**config.mk**
```make
export PLATFORM = sky130hd
export DESIGN_NAME = move_engine
export DESIGN_NICKNAME = d
export VERILOG_FILES = /design/src/rtl/ttt_pkg.sv /design/src/rtl/win_checker.sv /design/src/rtl/move_engine.sv
export SDC_FILE = /design/constraint.sdc
export NUM_CORES = 1
export LEC_CHECK = 0
export CAP_MARGIN = 0
export CORE_AREA = 2 2 94 60
export DETAILED_ROUTE_END_ITERATION = 6
export DIE_AREA = 0 0 96 62
export GPL_ROUTABILITY_DRIVEN = 0
export PLACE_DENSITY = 0.75
export SLEW_MARGIN = 20
export SYNTH_ARGS = -nofsm -noshare
export SYNTH_HDL_FRONTEND = slang
export SYNTH_SLANG_ARGS = --single-unit
```
**constraint.sdc**
```tcl
create_clock -name CLK_100MHZ -period 2.1 [get_ports CLK_100MHZ]
set_clock_uncertainty 0.05 [all_clocks]
set_input_delay 0.315 -clock CLK_100MHZ [delete_from_list [all_inputs] [get_ports CLK_100MHZ]]
set_output_delay 0.315 -clock CLK_100MHZ [all_outputs]
set_load 0.02 [all_outputs]
```
**src/rtl/ttt_pkg.sv**
```systemverilog
// rtl/ttt_pkg.sv - shared tic-tac-toe state encodings, win-line masks and square helpers
package ttt_pkg;

    typedef enum logic [2:0] {
        ST_START = 3'd0,
        ST_PLAY  = 3'd1,
        ST_CHECK = 3'd2,
        ST_WIN_X = 3'd3,
        ST_WIN_O = 3'd4,
        ST_TIE   = 3'd5
    } state_t;

    localparam int SQ_IDX_W = 4;
    localparam int N_SQ     = 9;
    localparam logic [8:0] BOARD_FULL = 9'h1FF;

    // Rows, columns, then the two diagonals; bit i is square i in row-major order.
    localparam logic [8:0] WIN_LINES [8] = '{
        9'h007, 9'h038, 9'h1C0,
        9'h049, 9'h092, 9'h124,
        9'h111, 9'h054
    };

    function automatic logic is_onehot(input logic [8:0] v);
        return (v != 9'd0) && ((v & (v - 9'd1)) == 9'd0);
    endfunction

    function automatic logic [SQ_IDX_W-1:0] sq_index(input logic [8:0] v);
        logic [SQ_IDX_W-1:0] idx;
        idx = '0;
        for (int i = 0; i < N_SQ; i++) begin
            if (v[i]) idx = SQ_IDX_W'(i);
        end
        return idx;
    endfunction

endpackage

```
**src/rtl/win_checker.sv**
```systemverilog
// rtl/win_checker.sv - flags a completed line (row, column or diagonal) on one player's board
module win_checker
    import ttt_pkg::*;
(
    input  logic [8:0] board,
    output logic       win
);

    always_comb begin
        win = 1'b0;
        for (int i = 0; i < 8; i++) begin
            if ((board & WIN_LINES[i]) == WIN_LINES[i]) win = 1'b1;
        end
    end

endmodule

```
**src/rtl/move_engine.sv**
```systemverilog
// rtl/move_engine.sv - tic-tac-toe move arbiter and game FSM; MOVE_ENGINE_UNDO_EN adds an undo LIFO
module move_engine
    import ttt_pkg::*;
#(
    parameter int HOLDOFF_CYCLES = 1000000,
    parameter bit START_X        = 1'b1
)
(
    input  logic       CLK_100MHZ,
    input  logic       reset,
    input  logic [8:0] cuadro,
    input  logic       click,
    input  logic       erase,
    input  logic       restart,
    output logic [8:0] x,
    output logic [8:0] o,
    output logic       turnoX,
    output logic       inc_x_score,
    output logic       inc_o_score,
    output logic       reset_score,
    output logic       displayStartPlaying,
    output logic       displayGanadorX,
    output logic       displayGanadorO,
    output logic       displayEmpate,
    output logic       move_valid,
    output logic [2:0] state
);

    localparam int HW = (HOLDOFF_CYCLES > 1) ? $clog2(HOLDOFF_CYCLES) : 1;
    localparam logic [HW-1:0] HOLD_LOAD = HW'(HOLDOFF_CYCLES - 1);

    state_t              state_q, state_d;
    logic                click_q, click_q2, click_evt;
    logic [HW-1:0]       holdoff_q;
    logic                win_x, win_o, board_full, sq_free;
    logic                accept, undo_act, clear_board;
    logic [SQ_IDX_W-1:0] pop_idx;

    assign click_evt  = click_q & ~click_q2;
    assign board_full = (x | o) == BOARD_FULL;
    assign sq_free    = (cuadro & (x | o)) == 9'd0;
    assign accept     = (state_q == ST_PLAY) && click_evt && !restart && !undo_act
                        && is_onehot(cuadro) && sq_free && (holdoff_q == '0);
    assign state      = state_q;

    win_checker u_win_x (.board(x), .win(win_x));
    win_checker u_win_o (.board(o), .win(win_o));

`ifdef MOVE_ENGINE_UNDO_EN
    logic [SQ_IDX_W-1:0] lifo [N_SQ];
    logic [3:0]          sp;

    assign undo_act = (state_q == ST_PLAY) && erase && !restart && (sp != 4'd0);
    assign pop_idx  = (sp == 4'd0) ? '0 : lifo[sp - 4'd1];

    always_ff @(posedge CLK_100MHZ) begin
        if (!reset) begin
            sp <= 4'd0;
        end else if (clear_board) begin
            sp <= 4'd0;
        end else if (accept) begin
            lifo[sp] <= sq_index(cuadro);
            sp       <= sp + 4'd1;
        end else if (undo_act) begin
            sp <= sp - 4'd1;
        end
    end
`else
    logic unused_erase;
    assign unused_erase = erase;
    assign undo_act     = 1'b0;
    assign pop_idx      = '0;
`endif

    always_ff @(posedge CLK_100MHZ) begin
        if (!reset) state_q <= ST_START;
        else        state_q <= state_d;
    end

    always_comb begin
        state_d = state_q;
        case (state_q)
            ST_START: if (click_evt) state_d = ST_PLAY;
            ST_PLAY: begin
                if (restart)     state_d = ST_PLAY;
                else if (accept) state_d = ST_CHECK;
            end
            ST_CHECK: begin
                if (restart)         state_d = ST_PLAY;
                else if (win_x)      state_d = ST_WIN_X;
                else if (win_o)      state_d = ST_WIN_O;
                else if (board_full) state_d = ST_TIE;
                else                 state_d = ST_PLAY;
            end
            ST_WIN_X, ST_WIN_O, ST_TIE: if (click_evt || restart) state_d = ST_PLAY;
            default: state_d = ST_START;
        endcase
    end

    always_comb begin
        displayStartPlaying = (state_q == ST_START);
        displayGanadorX     = (state_q == ST_WIN_X);
        displayGanadorO     = (state_q == ST_WIN_O);
        displayEmpate       = (state_q == ST_TIE);
        clear_board         = 1'b0;
        case (state_q)
            ST_START:                   clear_board = click_evt;
            ST_PLAY, ST_CHECK:          clear_board = restart;
            ST_WIN_X, ST_WIN_O, ST_TIE: clear_board = click_evt | restart;
            default:                    clear_board = 1'b0;
        endcase
    end

    // Score pulses are gated on restart so an abandoned CHECK never scores.
    always_ff @(posedge CLK_100MHZ) begin
        if (!reset) begin
            click_q     <= 1'b0;
            click_q2    <= 1'b0;
            holdoff_q   <= '0;
            x           <= 9'd0;
            o           <= 9'd0;
            turnoX      <= START_X;
            move_valid  <= 1'b0;
            reset_score <= 1'b0;
            inc_x_score <= 1'b0;
            inc_o_score <= 1'b0;
        end else begin
            click_q     <= click;
            click_q2    <= click_q;
            move_valid  <= accept;
            reset_score <= (state_q == ST_START) && click_evt;
            inc_x_score <= (state_q == ST_CHECK) && !restart && win_x;
            inc_o_score <= (state_q == ST_CHECK) && !restart && !win_x && win_o;

            if (accept)                holdoff_q <= HOLD_LOAD;
            else if (holdoff_q != '0)  holdoff_q <= holdoff_q - 1'b1;

            if (clear_board) begin
                x      <= 9'd0;
                o      <= 9'd0;
                turnoX <= START_X;
            end else if (accept) begin
                if (turnoX) x <= x | cuadro;
                else        o <= o | cuadro;
                turnoX <= ~turnoX;
            end else if (undo_act) begin
                x      <= x & ~(9'd1 << pop_idx);
                o      <= o & ~(9'd1 << pop_idx);
                turnoX <= ~turnoX;
            end
        end
    end

endmodule

```
==> run summary <==
Synth Instances: 275
Leading cell types in the layout, fill and taps excluded: 57 x buf_4, 46 x dfxtp_1, 39 x nor2_1
IO Count: 44
Dpl cells: 432
Critical path's slowest cell: clkdlybuf4s50_1
Row count: 21
Vias per cell: 5.84
Crit Path Class: in -> reg
Hold Vio Cnt, Final: 0
Core area: 5230 um^2
Critical Path Max Stage Delay: 0.51 ns
Starting density of the core: 0.444
Antenna diodes: 0
Hold Crit Class: reg -> reg
Syn_area_per_cell: 8.44 um^2
Period utilization: 1.05
Register bit total from synthesis: 48
Worst-path clk slew: 0.08 ns
Worst path cell trace: clkdlybuf4s50_1 > nor3_2 > buf_4 > and4b_1 > or3_4 > and4_4 > buf_6 > o211ai_1 > o41ai_2
Synth cell types: 54
Worst-margin pin slew: 0.603 ns
Die Ht: 62 um
Crit path DAT: 2.33 ns
Post-route ant nets: 0
Fillers: 387
Pin count of the biggest net entering global routing: 20
Via count: 2627
CP delay by family, top: simple AND/OR/NAND/NOR gates
TNS Setup: -0.174 ns
Die Width: 96 um
Post-DP HPWL: 5020 um
Final setup fails: 6
CP Capture Type: flip-flop
Ys async rst share: 0
Initial antenna violation count: 0
GR Util All Layers: 0.240
Crit path max fanout: 6
Slew headroom: 0.598
DRT iter0 DRCs: 197
Area share of the largest cell type after synthesis: 0.414
Min cycle time layout: 2.20 ns
Yosys top cell by area: dfxtp_1
Global-route wire length before repair: 10700 um
Sequential fraction of the synthesis area: 0.414
P&R area growth vs syn: 54.9%
CTS max path bufs: 2
Clock Latency Late Sink: 0.32 ns
Post-Syn Area: 2320 um^2
Die area: 5950 um^2
WP buf/inv: 3
H-tree depth: 2
Average wire per standard cell: 16.6 um
Maximum ir drop on the vdd rail: 718 uV
CTS sink count: 48
Number of enable flip-flop cells after synthesis: 0
Top_reg_cell synth: dfxtp_1
Failing checks: setup timing
Cell Pwr Density: 1060 nW/um^2
Max_cap viols: 0
Slew Viols, Final: 0
Commonest non-fill, non-tap cell in the layout: buf_4
Port Buffers: 42
Vias in the first global route: 2245
CTS root buffer: clkbuf_8
Final WS setup: -0.0952 ns
Nets@finish: 395
Status: complete, but fails checks
DRC errors left: 0
Grt total ovfl: 0
Startpoint Class: input port
Number of synthesis warnings: 0
Drt pass-1 iters: 5
CTS Buf Count: 5
Total Wirelength: 7460 um
Critical Path RT: 2.24 ns
TritonCTS clock tree: done
P_leak: 0.00147 uW
RSZ-0062 raised after global routing: yes
Layout cell share with drive strength beyond 1: 0.291
Final std cells w/o fill: 450
Max frequency: 456 MHz
Largest cells by area after synthesis: dfxtp_1 41%, nor2_1 6.5%, a31oi_1 5.7%
Synthesized Nets: 290
==> worst reg2reg max path, stage by stage, from the launching register on <==
cell,delay (ns)
dfxtp_2,0.33
inv_2,0.07
ha_4,0.13
or3b_4,0.39
nor3_4,0.21
buf_6,0.15
nand3_4,0.10
buf_6,0.14
and4b_1,0.21
nor3_2,0.19
a211oi_2,0.06
==> where the power goes <==
part / switching (uW) / leakage (uW) / internal [uW] / total (uW)
clock: 320 / 0.0000510 / 263 / 583
sequential: 155 / 0.000391 / 1060 / 1220
combinational: 962 / 0.00103 / 1040 / 2000
total: 1440 / 0.00147 / 2370 / 3810
==> metrics by stage <==
stage,area [um^2],power (uW),hold WS (ns),util,worst slack [ns]
floorplan,2350,2180,0.371,-,0.0102
global placement,3210,2710,0.384,0.615,-0.396
detailed placement,3210,2760,0.394,0.615,-0.573
CTS,3410,3430,0.414,0.652,-0.0132
global route,3600,4010,0.435,0.688,-0.113
finish,3600,3810,0.412,0.688,-0.0952
==> logic make-up (layout without fill, tap and decap cells) <==
logic type	after synthesis	after routing	share of synthesized area
AND/OR/NAND/NOR	124	124	0.286
AO/OA/AOI/OAI	75	75	0.215
flip-flops	48	48	0.414
buffers and inverters	18	124	0.0447
XOR/XNOR	7	7	0.0264
multiplexers	2	2	0.00863
adder cells (fa/ha/maj)	1	1	0.00539
==> registers in the layout, summed over array words and instances (netlist names), 3 cells and up <==
| signal | flops |
|---|---|
| holdoff_q | 20 |
| o | 9 |
| x | 9 |
| state | 3 |
==> area by class of cell <==
cell class | instances | area, um^2 | share of cell area
tap | 69 | 86.3 | 0.0240
timing repair buffer | 108 | 968 | 0.269
clock inverter | 2 | 10.0 | 0.00278
sequential | 48 | 963 | 0.268
inverter | 8 | 30.0 | 0.00835
clock buffer | 6 | 82.6 | 0.0230
multi-input combinational | 209 | 1460 | 0.405
==> worst paths after layout <==
kind | from | to | slack [ns] | depth (start not counted)
setup / recovery | cuadro[2] | state[1] | -0.1 | 9
hold / removal | click_q | click_q2 | 0.41 | 1
setup reg to reg | holdoff_q[1] | holdoff_q[9] | -0.04 | 10
hold reg to reg | click_q | click_q2 | 0.41 | 1
==> repair_timing <==
action | CTS | global route
endpoints found under the setup margin | 34 | 42
gates resized for setup | 21 | 32
pin swaps | 3 | 17
hold buffers | 0 | 0
setup buffers | 2 | 9
==> metal layers <==
metal	track usage	vias to the layer above	share of wire
li1	-	1244	-
met5	0	-	0
met4	0.0837	0	0.016
met3	0.0555	17	0.10
met2	0.344	137	0.42
met1	0.353	1229	0.46
==> synthesized netlist by cell type, drive strengths merged (3+ instances only) <==
master and instances:
xor2 4, a21oi 10, nand4 5, nand2 20
buf 5, clkbuf 5, nor4b 3, a22o 5
a222oi 3, nand3 7, a211oi 6, xnor2 3
a31oi 21, and3 4, o22ai 5, dfxtp 48
o21ai 12, and2 5, a22oi 3, nor2 40
or3 4, inv 7, nor3b 3, nor3 18
nor4 3
(Power assumes the default switching activity.)
